File: config.mk
export PLATFORM = sky130hd
export DESIGN_NAME = ema_channel_scheduler
export DESIGN_NICKNAME = d
export VERILOG_FILES = /design/src/rtl/ema_channel_scheduler.sv
export SDC_FILE = /design/constraint.sdc
export NUM_CORES = 1
export LEC_CHECK = 0
export ABC_CLOCK_PERIOD_IN_PS = 5500
export BUFFER_PORTS_ARGS = -buffer_cell sky130_fd_sc_hd__buf_2
export CAP_MARGIN = 25
export CORE_UTILIZATION = 58
export DETAILED_ROUTE_END_ITERATION = 10
export GPL_TIMING_DRIVEN = 0
export PLACE_DENSITY_LB_ADDON = 0.05
export SLEW_MARGIN = 10
export SYNTH_ARGS = -nofsm -noshare
export SYNTH_HDL_FRONTEND = slang
export SYNTH_SLANG_ARGS = --single-unit
File: constraint.sdc
create_clock -name ACLK -period 5.5 [get_ports ACLK]
set_input_delay 0.55 -clock ACLK [delete_from_list [all_inputs] [get_ports ACLK]]
set_output_delay 0.55 -clock ACLK [all_outputs]
set_load 0.01 [all_outputs]
File: src/rtl/ema_channel_scheduler.sv
// ema_channel_scheduler
//   Time-shares one EMA datapath, y = x/4 + p/4 + p/2, across NCH input
//   streams. Channels are granted round-robin, one sample at a time, through
//   IDLE -> CALC -> OUT. Each channel keeps its own filter state p[k].
//
// Ports
//   ACLK, ARESETN            clock, async active-low reset
//   s_axis_tdata [NCH*DW]    channel k sample in bits [k*DW +: DW]
//   s_axis_tvalid/tready     per-channel handshake (at most one ready high)
//   m_axis_tdata/tdest       filtered sample and its channel index
//   m_axis_tvalid/tready     output handshake
//   chan_en                  per-channel grant eligibility
//   state_clr                1-cycle pulse, reload p[k] to INIT_STATE

// One channel's filter state. A clear beats a same-cycle write.
module ema_state_reg #(
  parameter int              DW   = 32,
  parameter logic [DW-1:0]   INIT = '0
) (
  input  logic          clk,
  input  logic          rst_n,
  input  logic          clr,
  input  logic          wr,
  input  logic [DW-1:0] wd,
  output logic [DW-1:0] q
);
  always_ff @(posedge clk or negedge rst_n) begin
    if (!rst_n)   q <= INIT;
    else if (clr) q <= INIT;
    else if (wr)  q <= wd;
  end
endmodule

module ema_channel_scheduler #(
  parameter int            NCH        = 4,
  parameter int            DW         = 32,
  parameter logic [DW-1:0] INIT_STATE = 'h3E8,
  parameter int            TW         = $clog2(NCH)
) (
  input  logic              ACLK,
  input  logic              ARESETN,
  input  logic [NCH*DW-1:0] s_axis_tdata,
  input  logic [NCH-1:0]    s_axis_tvalid,
  output logic [NCH-1:0]    s_axis_tready,
  output logic [DW-1:0]     m_axis_tdata,
  output logic [TW-1:0]     m_axis_tdest,
  output logic              m_axis_tvalid,
  input  logic              m_axis_tready,
  input  logic [NCH-1:0]    chan_en,
  input  logic [NCH-1:0]    state_clr
);

  typedef enum logic [1:0] {IDLE, CALC, OUT} state_t;

  state_t                   state, state_nxt;
  logic [NCH-1:0]           req;
  logic [NCH-1:0][DW-1:0]   p;
  logic [TW-1:0]            gnt, g_r, last_grant, rr_sel;
  logic                     gnt_vld;
  int                       rr_idx;
  logic [DW-1:0]            x_r, y, y_r;
  logic [TW-1:0]            dest_r;
  logic                     vld_r;
  logic                     out_hs;

  assign req    = s_axis_tvalid & chan_en;
  assign out_hs = (state == OUT) && m_axis_tready;

  // Round-robin: first requester strictly after last_grant, wrapping mod NCH.
  always_comb begin
    gnt_vld = 1'b0;
    gnt     = '0;
    rr_idx  = 0;
    rr_sel  = '0;
    for (int i = 1; i <= NCH; i++) begin
      rr_idx = (int'(last_grant) + i) % NCH;
      rr_sel = TW'(rr_idx);
      if (!gnt_vld && req[rr_sel]) begin
        gnt_vld = 1'b1;
        gnt     = rr_sel;
      end
    end
  end

  // Ready is combinational in IDLE; gated by reset so it drops immediately.
  always_comb begin
    s_axis_tready = '0;
    if (ARESETN && state == IDLE && gnt_vld) s_axis_tready[gnt] = 1'b1;
  end

  always_ff @(posedge ACLK or negedge ARESETN) begin
    if (!ARESETN) state <= IDLE;
    else          state <= state_nxt;
  end

  always_comb begin
    state_nxt = state;
    case (state)
      IDLE:    if (gnt_vld) state_nxt = CALC;
      CALC:    state_nxt = OUT;
      OUT:     if (m_axis_tready) state_nxt = IDLE;
      default: state_nxt = IDLE;
    endcase
  end

  // Shifts drop fractional bits, so the sum never exceeds 2^DW-1.
  assign y = (x_r >> 2) + (p[g_r] >> 2) + (p[g_r] >> 1);

  always_ff @(posedge ACLK or negedge ARESETN) begin
    if (!ARESETN) begin
      x_r        <= '0;
      g_r        <= '0;
      y_r        <= '0;
      dest_r     <= '0;
      vld_r      <= 1'b0;
      last_grant <= TW'(NCH - 1);
    end else begin
      case (state)
        IDLE: if (gnt_vld) begin
          x_r <= s_axis_tdata[gnt*DW +: DW];
          g_r <= gnt;
        end
        CALC: begin
          y_r    <= y;
          dest_r <= g_r;
          vld_r  <= 1'b1;
        end
        OUT: if (m_axis_tready) begin
          vld_r      <= 1'b0;
          last_grant <= g_r;
        end
        default: ;
      endcase
    end
  end

  // State commits only on the output handshake, from the issued beat, so
  // a clear during CALC/OUT never alters data already presented.
  for (genvar k = 0; k < NCH; k++) begin : g_st
    ema_state_reg #(.DW(DW), .INIT(INIT_STATE)) u_st (
      .clk   (ACLK),
      .rst_n (ARESETN),
      .clr   (state_clr[k]),
      .wr    (out_hs && (g_r == TW'(k))),
      .wd    (y_r),
      .q     (p[k])
    );
  end

  assign m_axis_tdata  = y_r;
  assign m_axis_tdest  = dest_r;
  assign m_axis_tvalid = vld_r;

endmodule
==> impl_metrics.csv <==
group,metric,value,unit
critical_path,worstSetupEndpointType,"register",
global_routing,antenna_found_initial,0,
clock_tree,cts_tree,"built",
timing,setup_ws,0.480,ns
critical_path,timing.critical_path.buf_inv,3,
place,port_buffers,173,
flow_run,max_cap_violations,0,
timing,fmax,199,MHz
logic_synthesis,yosysMostFrequentCell,"dfrtp_1",
logic_synthesis,netlist_area,0.0114,mm^2
critical_path,rrSetupSlack,0.48,ns
critical_path,crit_slowest_cell,"clkbuf_1",
global_routing,grt_usage,0.313,
clock_tree,ctsHoldBuffers,0,
logic_synthesis,synth_cells,977,
routing,drt-total-wl,29600,um
routing,drc,0,
place,dp_hpwl,22000,um
die,die_y,142,um
clock_tree,clkTransAtPathRegs,0.08,ns
place,place_area,0.0126,mm^2
die,num_io_pins,182,
logic_synthesis,yosys.area.top_type,"dfrtp_1",
cells_and_area,register_area,0.00491,mm^2
place,place_congestion,0.863,
logic_synthesis,synth_top_area_frac,0.372,
logic_synthesis,synthTopCellsByCount,"dfrtp_1 (169), nand2_1 (110), a22o_1 (102)",
timing,maxSlewViolCount,0,
power_and_ir_drop,p_leak,6.24,nW
critical_path,crit_start,"g_r[1]$_DFFE_PN0P_",
timing,worst_slew_pin_slew,0.929,ns
logic_synthesis,yosysUniqueCellTypes,74,
routing,m1WireLength,13400,um
timing,finalSetupTns,0,ns
critical_path,reg2reg_depth,12,
timing,setup_viol,0,
clock_tree,clkLatencyLatePin,0.45,ns
logic_synthesis,synth_xor_area_frac,0.00693,
timing,hold_viol_final,0,
routing,dr.pass1.iters,4,
routing,wl_met3,1580,um
critical_path,path_delay_family,"compound AO/OA/AOI/OAI gates",
die,start_util,0.600,
logic_synthesis,yosys-top-cells-area,"dfrtp_1 (37%), a22o_1 (7.9%), mux4_2 (6.1%)",
critical_path,critPathMaxStageDelay,0.71,ns
logic_synthesis,synth-main-ff-cell,"dfrtp_1",
critical_path,crit_path_frequent_cell,"clkbuf_1",
routing,vias,8834,
routing,vias_per_cell,6.11,
logic_synthesis,synth_compound_area_frac,0.209,
die,die_area,0.0202,mm^2
global_routing,grt-ovfl-total,0,
critical_path,critPathLaunchType,"register",
logic_synthesis,seq_area_frac_synth,0.432,
routing,top_layer,"met4",
critical_path,r2r-end,"m_axis_tdata[18]$_DFFE_PN0P_",
logic_synthesis,synth_edf_count,0,
critical_path,cp.required,5.84,ns
cells_and_area,synthToLayoutAreaGrowth,16.5,%
cells_and_area,final_net_count,1376,
critical_path,cp_max_fo,10,
critical_path,crit_type,"reg2reg",
clock_tree,cts-buffers-inserted,17,
global_routing,grt_max_degree,76,
die,die_x,142,um
critical_path,r2r_start,"g_r[1]$_DFFE_PN0P_",
routing,drt-wirelength-per-cell,20.5,um
timing,layout_min_cycle_time,5.02,ns
logic_synthesis,yosysWarnings,0,
power_and_ir_drop,ir_worst_vdd,281,uV
routing,dr_wl_met2,14100,um
logic_synthesis,synth_top_family_by_area,"compound AO/OA/AOI/OAI gates",
global_routing,grt_pass1_vias,8799,
logic_synthesis,synth.ff_latch_count,195,
critical_path,arrival,5.36,ns
cells_and_area,multi_input_comb_area,0.00608,mm^2
timing,maxSlewHeadroom,0.381,
critical_path,cp_cell_sequence,"clkbuf_1 -> clkbuf_1 -> clkbuf_1 -> mux4_2 -> fa_1 -> ha_1 -> a21oi_1 -> nand2b_1 -> a311oi_1 -> a21oi_1 -> o21a_1 -> o31ai_1",
logic_synthesis,synth_simple_gate_area_share,0.0854,
logic_synthesis,synthArstFlopShare,1.00,
clock_tree,cts.sinks,195,
die,core_area,0.0190,mm^2
cells_and_area,nFillCells,1442,
status,outcome,"completed",
cells_and_area,layout-drive-gt1-share,0.290,
global_routing,grt_first_pass_wirelength,47900,um
timing,rsz0062_at_grt,"no",
timing,fin_worst_skew,0.00979,ns
hold_path,hold_class,"in2async",
logic_synthesis,synthMuxAreaShare,0.145,
timing,period_share,0.913,
routing,antenna_left,0,
place,dp_slack,0.659,ns
clock_tree,cts_setup_buffers,0,
clock_tree,htreeDepth,4,
logic_synthesis,avgSynthCellArea,11.6,um^2
clock_tree,root_buffer,"clkbuf_16",
cells_and_area,antenna_cells,0,
clock_tree,clockBufferDepth,2,
clock_tree,ctsResizeCount,0,
die,rows,50,
logic_synthesis,synth_fp_nets,1181,
cells_and_area,final_area,0.0133,mm^2
routing,drtIter0Drc,587,
power_and_ir_drop,powerDensity,468,mW/mm^2
logic_synthesis,synthAdderAreaFrac,0.0875,
## worst max-delay path by stage
stage / to / slack (ns) / cells after the start
2_1_floorplan: m_axis_tdata[23]$_DFFE_PN0P_ / 1.54 / 11
3_3_place_gp: s_axis_tready[0] / 0.42 / 4
3_5_place_dp: m_axis_tdata[18]$_DFFE_PN0P_ / 0.66 / 12
4_1_cts: m_axis_tdata[18]$_DFFE_PN0P_ / 0.59 / 12
5_1_grt: m_axis_tdata[18]$_DFFE_PN0P_ / 0.17 / 12
6_report: m_axis_tdata[18]$_DFFE_PN0P_ / 0.48 / 12
## cells by family after synthesis
family                     Yosys count
DFF                                195
buffers and inverters               76
and+or+nand+nor                    209
adders and majority gates           61
xor gates and xnor gates             9
AOI/OAI and AO/OA                  305
muxes                              122
## layer usage
metal	up-vias	track usage
li1	4062	-
met1	4475	0.453
met2	264	0.487
met3	33	0.0548
met4	0	0.0894
met5	-	0
## where the power goes
part | switching [mW] | total, mW | internal, mW
registers | 0.393 | 2.14 | 1.74
logic | 1.65 | 2.80 | 1.15
clock network | 0.651 | 1.27 | 0.618
## placed cells by master (no fill, tap or decap), types with 30 or more instances in the layout
cell type	netlist	routed
nand2_1	110	110
fa_1	31	31
mux2i_1	61	61
a22o_1	102	102
dfrtp_1	169	169
nor2_1	31	31
buf_2	8	181
ha_1	30	30
o21ai_0	30	30
mux2_2	30	30
mux4_2	31	31
clkbuf_1	45	45
## cell type report
type | instances | share of cell area
Multi-Input combinational cell | 706 | 0.459
Sequential cell | 195 | 0.371
Timing Repair Buffer | 176 | 0.0706
Clock buffer | 17 | 0.0321
Buffer | 62 | 0.0259
Tap cell | 260 | 0.0246
Clock inverter | 15 | 0.0135
Inverter | 14 | 0.00397
## registers in the layout, summed over array words and instances, names as in the netlist
name / count
m_axis_tvalid: 1
g_st.u_st.q: 124
g_r: 2
x_r: 30
state: 2
m_axis_tdest: 2
m_axis_tdata: 32
last_grant: 2
## per-stage QoR
step	hold WS (ns)	std cells	power, mW	utilization
2_1_floorplan	0.254	977	4.05	-
3_3_place_gp	0.461	1410	4.85	0.663
3_5_place_dp	0.459	1413	4.91	0.667
4_1_cts	0.0237	1445	6.20	0.699
5_1_grt	0.0315	1445	6.61	0.699
6_report	0.00485	1445	6.20	0.699
Note: power is estimated with default switching activity, not from simulation.
